<file path="config.mk">
export PLATFORM = sky130hd
export DESIGN_NAME = decoder_38_seq_flat
export DESIGN_NICKNAME = d
export VERILOG_FILES = /design/src/rtl/decoder_pkg.sv /design/src/rtl/decoder_38_seq_if.sv /design/src/rtl/dec_code_fifo.sv /design/src/rtl/decoder_38_seq.sv /design/src/flat_wrapper.sv
export SDC_FILE = /design/constraint.sdc
export NUM_CORES = 1
export LEC_CHECK = 0
export CAP_MARGIN = 25
export CORE_MARGIN = 2
export CORE_UTILIZATION = 60
export CTS_CLUSTER_DIAMETER = 30
export DETAILED_ROUTE_END_ITERATION = 8
export GPL_TIMING_DRIVEN = 1
export PLACE_DENSITY = 0.84
export SYNTH_ARGS = -nofsm -noshare
export SYNTH_HDL_FRONTEND = slang
export SYNTH_SLANG_ARGS = --single-unit
</file>
<file path="constraint.sdc">
create_clock -name clk -period 3.8 [get_ports clk]
set_input_delay 0.76 -clock clk [delete_from_list [all_inputs] [get_ports clk]]
set_output_delay 0.76 -clock clk [all_outputs]
set_load 0.005 [all_outputs]
</file>
<file path="src/rtl/decoder_pkg.sv">
// Shared definitions for the sequential 3-to-8 decoder: widths, FSM encoding
// and the one-hot helper used when a code is loaded onto the output.
package decoder_pkg;

    localparam int CODE_W = 3;
    localparam int OUT_W  = 8;
    localparam int HOLD_W = 8;
    localparam int GAP_W  = 4;

    typedef enum logic [1:0] {
        IDLE  = 2'd0,
        DRIVE = 2'd1,
        GAP   = 2'd2
    } dec_state_e;

    function automatic logic [OUT_W-1:0] one_hot(input logic [CODE_W-1:0] code);
        logic [OUT_W-1:0] word;
        word       = '0;
        word[code] = 1'b1;
        return word;
    endfunction

endpackage

</file>
<file path="src/rtl/decoder_38_seq_if.sv">
// Code-in / one-hot-out bundle between a code producer and decoder_38_seq.
interface decoder_38_seq_if;

    logic                          clr;
    logic                          in_valid;
    logic [decoder_pkg::CODE_W-1:0] in_code;
    logic                          in_ready;
    logic [decoder_pkg::OUT_W-1:0]  y;
    logic                          out_active;
    logic                          done;

    modport master (
        output clr, in_valid, in_code,
        input  in_ready, y, out_active, done
    );

    modport slave (
        input  clr, in_valid, in_code,
        output in_ready, y, out_active, done
    );

endinterface

</file>
<file path="src/rtl/dec_code_fifo.sv">
// Two-entry in-order code queue; a push and a pop on the same edge both land,
// and clr empties it with priority over everything else.
module dec_code_fifo
    import decoder_pkg::*;
(
    input  logic              clk,
    input  logic              rst_n,
    input  logic              clr,
    input  logic              push,
    input  logic              pop,
    input  logic [CODE_W-1:0] din,
    output logic [CODE_W-1:0] dout,
    output logic              full,
    output logic              empty
);

    logic [CODE_W-1:0] mem [2];
    logic              wr_ptr;
    logic              rd_ptr;
    logic [1:0]        count;
    logic              do_push;
    logic              do_pop;

    assign do_push = push && !full;
    assign do_pop  = pop && !empty;

    always_ff @(posedge clk or negedge rst_n) begin
        if (!rst_n) begin
            mem[0] <= '0;
            mem[1] <= '0;
            wr_ptr <= 1'b0;
            rd_ptr <= 1'b0;
            count  <= 2'd0;
        end else if (clr) begin
            wr_ptr <= 1'b0;
            rd_ptr <= 1'b0;
            count  <= 2'd0;
        end else begin
            if (do_push) begin
                mem[wr_ptr] <= din;
                wr_ptr      <= ~wr_ptr;
            end
            if (do_pop) begin
                rd_ptr <= ~rd_ptr;
            end
            count <= count + 2'(do_push) - 2'(do_pop);
        end
    end

    assign dout  = mem[rd_ptr];
    assign full  = (count == 2'd2);
    assign empty = (count == 2'd0);

endmodule

</file>
<file path="src/rtl/decoder_38_seq.sv">
// Sequential 3-to-8 decoder: queued codes are driven one-hot on y for
// HOLD_CYCLES clocks, followed by GAP_CYCLES all-zero clocks.
module decoder_38_seq
    import decoder_pkg::*;
#(
    parameter int HOLD_CYCLES = 4,
    parameter int GAP_CYCLES  = 1
) (
    input  logic            clk,
    input  logic            rst_n,
    decoder_38_seq_if.slave bus
);

    if (HOLD_CYCLES < 1 || HOLD_CYCLES > 255) begin : g_bad_hold
        $error("decoder_38_seq: HOLD_CYCLES=%0d outside 1..255", HOLD_CYCLES);
    end
    if (GAP_CYCLES < 1 || GAP_CYCLES > 15) begin : g_bad_gap
        $error("decoder_38_seq: GAP_CYCLES=%0d outside 1..15", GAP_CYCLES);
    end

    dec_state_e        state_q;
    dec_state_e        state_d;
    logic [HOLD_W-1:0] hold_cnt_q;
    logic [GAP_W-1:0]  gap_cnt_q;
    logic [OUT_W-1:0]  y_q;
    logic [CODE_W-1:0] head;
    logic              full;
    logic              empty;
    logic              push;
    logic              pop;

    // in_ready comes straight from the queue occupancy register, never from in_valid
    assign push = bus.in_valid && !full && !bus.clr;
    assign pop  = (state_q == IDLE) && !empty && !bus.clr;

    dec_code_fifo u_fifo (
        .clk   (clk),
        .rst_n (rst_n),
        .clr   (bus.clr),
        .push  (push),
        .pop   (pop),
        .din   (bus.in_code),
        .dout  (head),
        .full  (full),
        .empty (empty)
    );

    always_ff @(posedge clk or negedge rst_n) begin
        if (!rst_n) begin
            state_q <= IDLE;
        end else if (bus.clr) begin
            state_q <= IDLE;
        end else begin
            state_q <= state_d;
        end
    end

    always_comb begin
        state_d = state_q;
        unique case (state_q)
            IDLE:    if (!empty) state_d = DRIVE;
            DRIVE:   if (hold_cnt_q == '0) state_d = GAP;
            GAP:     if (gap_cnt_q == '0) state_d = IDLE;
            default: state_d = IDLE;
        endcase
    end

    // Output word and dwell counters advance alongside the state register
    always_ff @(posedge clk or negedge rst_n) begin
        if (!rst_n) begin
            y_q        <= '0;
            hold_cnt_q <= '0;
            gap_cnt_q  <= '0;
        end else if (bus.clr) begin
            y_q        <= '0;
            hold_cnt_q <= '0;
            gap_cnt_q  <= '0;
        end else begin
            unique case (state_q)
                IDLE: begin
                    if (!empty) begin
                        y_q        <= one_hot(head);
                        hold_cnt_q <= HOLD_W'(HOLD_CYCLES - 1);
                    end
                end
                DRIVE: begin
                    if (hold_cnt_q == '0) begin
                        y_q       <= '0;
                        gap_cnt_q <= GAP_W'(GAP_CYCLES - 1);
                    end else begin
                        hold_cnt_q <= hold_cnt_q - 1'b1;
                    end
                end
                GAP: begin
                    if (gap_cnt_q != '0) begin
                        gap_cnt_q <= gap_cnt_q - 1'b1;
                    end
                end
                default: begin
                    y_q <= '0;
                end
            endcase
        end
    end

    always_comb begin
        bus.y          = y_q;
        bus.out_active = (state_q == DRIVE);
        bus.done       = (state_q == DRIVE) && (hold_cnt_q == '0);
        bus.in_ready   = !full;
    end

endmodule

</file>
<file path="src/flat_wrapper.sv">
// flat-port wrapper written by rule: the top's interface ports become plain ports
module decoder_38_seq_flat import decoder_pkg::*;
#(
    parameter int HOLD_CYCLES = 4,
    parameter int GAP_CYCLES  = 1
)
  (clk, rst_n, bus_clr, bus_in_valid, bus_in_code, bus_in_ready, bus_y, bus_out_active, bus_done);
  decoder_38_seq_if bus_i ();
  input  logic clk;
  input  logic rst_n;
  input wire logic [$bits(bus_i.clr)-1:0] bus_clr;
  input wire logic [$bits(bus_i.in_valid)-1:0] bus_in_valid;
  input wire logic [$bits(bus_i.in_code)-1:0] bus_in_code;
  output wire logic [$bits(bus_i.in_ready)-1:0] bus_in_ready;
  output wire logic [$bits(bus_i.y)-1:0] bus_y;
  output wire logic [$bits(bus_i.out_active)-1:0] bus_out_active;
  output wire logic [$bits(bus_i.done)-1:0] bus_done;
  assign bus_i.clr = bus_clr;
  assign bus_i.in_valid = bus_in_valid;
  assign bus_i.in_code = bus_in_code;
  assign bus_in_ready = bus_i.in_ready;
  assign bus_y = bus_i.y;
  assign bus_out_active = bus_i.out_active;
  assign bus_done = bus_i.done;
  decoder_38_seq #(.HOLD_CYCLES(HOLD_CYCLES), .GAP_CYCLES(GAP_CYCLES)) u_core (.clk(clk), .rst_n(rst_n), .bus(bus_i));
endmodule
</file>
* After elaboration in Yosys (flattened, before gate mapping)
Cells that the tools add are included.
W data, S select, Z words.
** Storage, ports and cells
- Input bits :: 7
- Word-level logic and storage cells :: 88
- Flip-flop bits (word level) :: 32
** Cells by class
- Equality and inequality tests :: 9
- Add/sub/neg operators :: 4
- Magnitude comparators :: 5
- Muxes and demuxes :: 30
- Reductions and logical operators :: 26
- Bitwise logic cells :: 5
** Operators by type and width (count)
- $mux W8 :: 6
- $pmux W8 S3 :: 1
- $pmux W8 S2 :: 1
- $mux W3 :: 4
- $mux W4 :: 3
- $reduce_and A3 Y1 :: 4
- $mux W2 :: 5
- $logic_and A1 B1 Y1 :: 9
- $ne A3 B2 Y1 const B :: 3
- $logic_not A8 Y1 :: 1
- $pmux W4 S2 :: 1
- $sub A8 B1 Y8 const B :: 1
- $bwmux W6 :: 1
- $ne A3 B3 Y1 const B :: 2
- $pmux W2 S3 :: 1
- $reduce_bool A3 Y1 :: 2
- $mux W1 :: 5
- $eq A2 B2 Y1 const B :: 2
- $ge A2 B2 Y1 const B :: 2
- $logic_not A2 Y1 :: 2
- $logic_not A4 Y1 :: 1
- $lt A3 B4 Y1 const B :: 1
- $not A1 Y2 :: 2
- $reduce_bool A2 Y1 :: 2
- other kinds (13) :: 17

* Logic depth before layout (Yosys ltp)
Gate-level depths: netlist (run 1).
- Depth after elaboration :: 11
- Gate-level depth with buffers :: 9
- Depth with buffers taken out :: 8

* Cells and area by module
A second synthesis (run 1) with hierarchy kept.
** Second synthesis, totals
- Cells, all modules :: 158
- Area total of the unflattened synthesis :: 1682.9 µm²
** Modules (own cells, without submodules)
- decoder_38_seq :: cells each 119, area an instance 1184.9 µm², seq. area each 550.5 µm², instances 1
- dec_code_fifo :: cells each 39, area an instance 498.0 µm², seq. area each 250.2 µm², instances 1

* Worst setup path before layout (run 1)
OpenSTA, ideal clock, no wires.
- Path kind :: input port to flip-flop
- Start :: input port bus_clr
- End :: register u_core.u_fifo.count[0]
- Stages on the path :: 7
- Data arrival time :: 2.048 ns
- Setup time :: 0.129 ns
- Buffers on the path :: 0
- Slack :: 1.623 ns
- Cells stage by stage :: or3_1 -> or2_1 -> inv_1 -> ha_1 -> inv_1 -> ha_1 -> nor2b_1
** On the way
- Cells in the longest elaborated chain, start to end :: 6
- Elaborated cells between the ends (all ways) :: 8
- Those cells by class :: add/sub: 2; mux: 1; reduce/logical: 5
** RTL lines
- from (decl) :: RTL line flat_wrapper.sv:11 : input wire logic [$bits(bus_i.clr)-1:0] bus_clr;
- $logic_not A1 Y1 :: RTL line decoder_38_seq.sv:33, decoder_38_seq.sv:34
- $logic_and A1 B1 Y1 :: RTL line decoder_38_seq.sv:33 : assign push = bus.in_valid && !full && !bus.clr;
- $logic_and A1 B1 Y1 :: RTL line dec_code_fifo.sv:24 : assign do_push = push && !full;
- $add A2 B1 Y2 :: RTL line dec_code_fifo.sv:46 : count <= count + 2'(do_push) - 2'(do_pop);
- $sub A2 B1 Y2 :: RTL line dec_code_fifo.sv:46
- $mux W2 * :: RTL line dec_code_fifo.sv:34 : end else if (clr) begin
- to (signal assigned) :: RTL line dec_code_fifo.sv:46
- to (decl) :: RTL line dec_code_fifo.sv:20 : logic [1:0] count;
Mark *: on every way between the ends. The rest lies on a longest branch, timed or not.
A chain may end at the register's enable or synchronous reset.

* Final worst setup path (run 1)
- Start :: register u_core.hold_cnt_q[1]
- End :: output port bus_done
** On the way
- Cells in the longest elaborated chain, start to end :: 2
** RTL lines
- from (decl) :: RTL line decoder_38_seq.sv:23 : logic [HOLD_W-1:0] hold_cnt_q;
- from (signal assigned) :: RTL line decoder_38_seq.sv:83 : hold_cnt_q <= HOLD_W'(HOLD_CYCLES - 1);
- from (signal assigned) :: RTL line decoder_38_seq.sv:91 : hold_cnt_q <= hold_cnt_q - 1'b1;
- $logic_not A8 Y1 :: RTL line decoder_38_seq.sv:109 : bus.done = (state_q == DRIVE) && (hold_cnt_q == '0);
- $logic_and A1 B1 Y1 :: RTL line decoder_38_seq.sv:109
- to (decl) :: RTL line flat_wrapper.sv:17 : output wire logic [$bits(bus_i.done)-1:0] bus_done;
Every way passes these cells.

==> flow_summary.json, run 1 <==
{
  "worstSkewPairLatency_ps": 330,
  "vias": 1318,
  "dp.cells": 214,
  "crit_path_end": "bus_done",
  "min_period_ps": 3070,
  "fin_cells": 222,
  "synth.avg_cell_area_um2": 10.5,
  "dpl.hpwl_mm": 2.45,
  "p_seq_share_pct": 39.1,
  "core-area_um2": 2780,
  "track_usage_pct": 22.1,
  "hold_buffers": 0,
  "area_growth_pct": 16.0,
  "htreeDepth": 2,
  "grt_pass1_vias": 1209,
  "cap_violations": 0,
  "fin_worst_skew_ps": 4.50,
  "endpoint_kind": "output port",
  "r2r_slack_ps": 1760,
  "clock_tree.root_cell": "clkbuf_4",
  "crit_start": "u_core.hold_cnt_q[1]$_DFFE_PN0P_",
  "critical_path_arrival_ps": 2310,
  "grt_pass1_wl_mm": 5.59,
  "yosysMostFrequentCell": "dfrtp_1",
  "r2r_cells": 6,
  "io_buffers": 17,
  "period_share_pct": 80.7,
  "drive_gt1_share_pct": 12.0,
  "start_util_pct": 63.6,
  "r2r-start": "u_core.hold_cnt_q[1]$_DFFE_PN0P_",
  "drtAntennaViolNets": 0,
  "route.detailed.drc": 0,
  "clk_path_buf_depth": 2,
  "fin_hold_ws_ps": 533,
  "tightest_slew_ps": 506,
  "post-cts-setup-buffer-count": 0,
  "min_path_type": "reg -> reg",
  "pwr-share-comb_pct": 41.7,
  "gp_congestion": 0.776,
  "synth_edf_count": 0,
  "hold_violations": 0,
  "tritoncts": "yes",
  "die_x_um": 58.3,
  "finalNetCount": 202,
  "p_leak_nw": 0.950,
  "required_ps": 3040,
  "peakVddDrop_mv": 0.549,
  "ys.flop_type": "dfrtp_1",
  "synth_cell_types": 43,
  "fp.dieH_um": 58.3,
  "total_power_mw": 1.33,
  "grt_max_degree": 33,
  "p_sw_mw": 0.490,
  "rr_endpoint": "u_core.hold_cnt_q[5]$_DFFE_PN0P_",
  "routed_via_density": 5.94,
  "worst_setup_path_start_kind": "flop",
  "netlist_instances": 168,
  "relSlewSlack_pct": 66.2,
  "cellInternalPower_mw": 0.838,
  "ys_seq_area_share_pct": 45.3,
  "netlist_area_um2": 1770,
  "setup-tns-final_ps": 0,
  "diodes": 0,
  "synth_seq_cells": 32,
  "rsz0062_at_grt": "no",
  "totalWireLength_mm": 3.41,
  "setup_viol": 0,
  "clkTransAtPathRegs_ps": 100,
  "ys_top_cells_by_area": "dfrtp_1, nand2b_1, mux2i_1",
  "top_level_ports": 18,
  "overflow": 0,
  "drtPass1Iterations": 4,
  "synth_top_area_share_pct": 45.3,
  "finalMaxSlewViolations": 0,
  "clkPwrFrac_pct": 19.1,
  "routedWlPerCell_um": 15.4,
  "crit_type": "reg -> out",
  "swShare_pct": 36.9,
  "synthesis.nets": 180,
  "numCtsBuffers": 5,
  "num_rows": 19,
  "yosys.area.top_type": "dfrtp_1",
  "drtIter0Drc": 80,
  "antenna_found_initial": 0,
  "critPathMaxFanout": 4,
  "p_per_area_nw_per_um2": 647,
  "post_cts_resized": 0,
  "synthArstFlopShare_pct": 100,
  "synth_common_cells": "dfrtp_1, nand2b_1, nand2_1, nor2_1",
  "fmax_mhz": 326,
  "cts_sinks": 32,
  "status": "complete, no violations",
  "yosysWarnings": 0,
  "die_area_um2": 3400
}
power groups by stage:
stage	registers [mW]	clock network (mW)	logic [mW]
after floorplan	0.494	0	0.420
after global placement	0.514	0	0.534
after detailed placement	0.524	0	0.555
after CTS	0.518	0.259	0.558
after global routing	0.533	0.271	0.612
final	0.520	0.254	0.554
worst max-delay path, stage by stage (launching register included):
cell             delay, ps
dfrtp_1                420
inv_1                   70
ha_1                   190
or4b_4                 520
nor3_4                 240
clkdlybuf4s50_1        540
how the worst min path moves through the flow:
stage | startpoint | end | slack (ps) | cells past startpoint
3_3_place_gp | u_core.u_fifo.mem[0]$_DFFE_PN0P_ | u_core.u_fifo.mem[0]$_DFFE_PN0P_ | 490 | 1
2_1_floorplan | rst_n | u_core.bus.y[0]$_DFFE_PN0P_ | 460 | 0
6_report | u_core.u_fifo.mem[3]$_DFFE_PN0P_ | u_core.u_fifo.mem[3]$_DFFE_PN0P_ | 530 | 1
3_5_place_dp | u_core.u_fifo.mem[3]$_DFFE_PN0P_ | u_core.u_fifo.mem[3]$_DFFE_PN0P_ | 510 | 1
5_1_grt | u_core.u_fifo.mem[3]$_DFFE_PN0P_ | u_core.u_fifo.mem[3]$_DFFE_PN0P_ | 550 | 1
4_1_cts | u_core.u_fifo.mem[3]$_DFFE_PN0P_ | u_core.u_fifo.mem[3]$_DFFE_PN0P_ | 530 | 1
registers in the layout, indices dropped and copies added, names as in the netlist:
signal / count
u_core.bus.y: 8
u_core.hold_cnt_q: 8
u_core.u_fifo.mem: 6
u_core.gap_cnt_q: 4
u_core.state_q: 2
u_core.u_fifo.count: 2
u_core.u_fifo.rd_ptr: 1
u_core.u_fifo.wr_ptr: 1
layer usage:
| layer | global-route usage, % | vias up | wire, um |
|---|---|---|---|
| met2 | 31.1 | 33 | 1570 |
| met1 | 32.2 | 638 | 1640 |
| li1 | - | 640 | - |
| met3 | 4.84 | 7 | 136 |
| met4 | 11.6 | 0 | 59 |
| met5 | 0 | - | 0 |
area by class of cell:
| cell class | instances | area [um2] |
|---|---|---|
| multi-input combinational | 123 | 917 |
| sequential | 32 | 801 |
| fill | 197 | 729 |
| timing repair buffer | 19 | 185 |
| clock buffer | 6 | 41.3 |
| tap | 31 | 38.8 |
| clock inverter | 2 | 35.0 |
| inverter | 9 | 33.8 |
metrics by stage:
stage               worst slack [ps]  instance area [um2]  util [%]
floorplan                       1620                 1770         -
global placement                1140                 1980      71.0
detailed placement              1110                 1980      71.0
CTS                              722                 2050      73.8
global route                     646                 2050      73.8
finish                           734                 2050      73.8
cells by family after synthesis:
group / after synthesis / synth area share [%]
simple gates: 71 / 23.9
flops: 32 / 45.3
compound gates: 28 / 13.5
mux: 15 / 8.91
buf+inv: 13 / 2.90
fa+ha+maj: 5 / 3.54
xor+xnor: 4 / 1.98
layout by cell type, fill, tap and decap left out, drive strengths merged, types with 2 or more instances in the layout:
cell	instances
nand2b	15
clkdlybuf4s50	17
nand2	12
o311a	2
ha	5
xor2	3
clkbuf	6
a2bb2oi	2
a221o	2
dfrtp	32
nor3b	3
inv	9
buf	2
nand3b	2
mux2	6
a311oi	2
o2bb2ai	4
o21ai	9
a21o	2
o32ai	2
nor2	12
mux2i	9
nor3	9
and3	2
or3	2
nor2b	6
or2	2
No activity file was read; power rests on OpenSTA's default activity.
==> run 2, diff against run 1 <==
Settings changed: CORE_UTILIZATION 60 to 50, PLACE_DENSITY 0.84 to 0.74.
Clock period 3.8 ns to 2.5 ns, I/O delays scaled along.
==> run 2 against run 1 <==
Via count shrank 0.68%. Power up 55%. First-iteration DRC count shrank 39%. Core utilization shrank 12 points. Routed wire length grew 1.6%. Clock power grew 52%. Critical path type unchanged. Clock-buffer cell count unchanged. Register-to-register slack lost 1300 ps.
==> flow_summary.json, run 2 (same netlist as run 1, synthesis figures left out) <==
{
  "required_ps": 2000,
  "dp_slack_ps": 63.3,
  "vias": 1309,
  "area_growth_pct": 18.2,
  "dp.cells": 229,
  "start_util_pct": 52.6,
  "worst_setup_path_start_kind": "flop",
  "r2r_slack_ps": 420,
  "grt_pass1_wl_mm": 6.06,
  "status": "complete, no violations",
  "final_util_pct": 62.2,
  "crit_type": "reg -> out",
  "placed_area_um2": 1990,
  "tightest_slew_ps": 562,
  "hold_buffers": 0,
  "setup_ws_ps": 149,
  "cap_violations": 0,
  "diodes": 0,
  "drtIter0Drc": 49,
  "worstSkewPairLatency_ps": 330,
  "peakVddDrop_mv": 0.535,
  "gp_congestion": 0.859,
  "wl_met2_mm": 1.69,
  "critPathMaxFanout": 4,
  "track_usage_pct": 19.2,
  "fillCellCount": 296,
  "finalMaxSlewViolations": 0,
  "routedWlPerCell_um": 14.5,
  "hold_violations": 0,
  "drtAntennaViolNets": 0,
  "route.detailed.drc": 0,
  "p_per_area_nw_per_um2": 983,
  "drtPass1Iterations": 4,
  "top_level_ports": 18,
  "routed_via_density": 5.45,
  "relSlewSlack_pct": 62.5,
  "fp.dieH_um": 63.5,
  "tritoncts": "yes",
  "rsz0062_at_grt": "no",
  "drive_gt1_share_pct": 14.4,
  "min_period_ps": 2350,
  "num_rows": 21,
  "grt_max_degree": 33,
  "critical_path_arrival_ps": 1850,
  "wl_met1_mm": 1.58,
  "htreeDepth": 2,
  "clock_tree.root_cell": "clkbuf_4",
  "fin_area_um2": 2090,
  "die_x_um": 63.5,
  "period_share_pct": 94.0,
  "endpoint_kind": "output port",
  "layout_commonest_cell": "dfrtp_1",
  "antenna_found_initial": 0,
  "clkTransAtPathRegs_ps": 100,
  "fin_cells": 240,
  "wl_met3_um": 130,
  "p_leak_nw": 0.965,
  "layout_common_cells": "dfrtp_1, clkdlybuf4s50_1, nand2b_1, nor2_1, nand2_1",
  "min_path_type": "reg -> reg",
  "multi_input_area_um2": 920,
  "io_buffers": 17,
  "finalNetCount": 205,
  "setup_viol": 0,
  "cts_sinks": 32,
  "routed.top_layer": "met4",
  "totalWireLength_mm": 3.47,
  "fmax_mhz": 425,
  "core-area_um2": 3360,
  "fin_worst_skew_ps": 10.1,
  "setup-tns-final_ps": 0,
  "dpl.hpwl_mm": 2.43,
  "clk_path_buf_depth": 2,
  "overflow": 0,
  "die_area_um2": 4030,
  "grt_pass1_vias": 1327,
  "seq_area_um2": 801,
  "numCtsBuffers": 5
}
## run 2: cell count changes in the layout (fill, tap and decap cells not counted)
| cell | previous run | this run |
|---|---|---|
| buf_4 | 2 | 5 |
| clkbuf_2 | 0 | 1 |
| clkdlybuf4s50_1 | 17 | 16 |
| ha_1 | 5 | 4 |
| ha_2 | 0 | 1 |
## run 2: area by class of cell
class                   count  area share (%)
clock inverters             2            1.68
clock buffers               6            1.97
inverters                   9            1.62
repair buffers             22            9.69
flip-flops and latches     32            38.3
multi-input cells         123            44.0
well taps                  46            2.75
## run 2: worst max-delay path, stage by stage, from the launching register on
cell	delay, ps
dfrtp_1	410
inv_1	70
ha_2	190
or4b_4	490
nor3_4	220
clkbuf_2	150
## run 2: path summary, 6_finish.rpt
| path | start | end | cells past startpoint |
|---|---|---|---|
| max in group asynchronous | rst_n | u_core.u_fifo.wr_ptr$_DFFE_PN0P_ | 2 |
| min in group asynchronous | rst_n | u_core.gap_cnt_q[3]$_DFFE_PN0P_ | 2 |
| max | u_core.hold_cnt_q[0]$_DFFE_PN0P_ | bus_done | 5 |
| min | u_core.u_fifo.mem[0]$_DFFE_PN0P_ | u_core.u_fifo.mem[0]$_DFFE_PN0P_ | 1 |
| min reg2reg | u_core.u_fifo.mem[0]$_DFFE_PN0P_ | u_core.u_fifo.mem[0]$_DFFE_PN0P_ | 1 |
| max reg2reg | u_core.hold_cnt_q[0]$_DFFE_PN0P_ | u_core.hold_cnt_q[5]$_DFFE_PN0P_ | 7 |
## run 2: per-stage QoR
stage	hold slack, ps	power [mW]
6_report	530	2.05
5_1_grt	548	2.20
4_1_cts	529	2.04
3_5_place_dp	505	1.64
3_3_place_gp	490	1.60
2_1_floorplan	204	1.39
## run 2: report_power, final
group	leakage [nW]	switching, mW	internal [mW]
Combinational	0.496	0.441	0.443
Clock	0.0422	0.176	0.210
Sequential	0.427	0.134	0.651
Total	0.965	0.751	1.30
## run 2: routing by layer
layer	vias up	track usage (%)
li1	653	-
met2	27	31.1
met3	7	3.21
met5	-	0
met4	0	8.97
met1	622	25.1
## run 2: what timing repair did
| item | CTS | global route |
|---|---|---|
| cloned | 0 | 0 |
| setup endpoints to repair | 1 | 1 |
| resized for setup | 1 | 3 |
| buffers inserted | 1 | 2 |
| pin swaps | 1 | 1 |
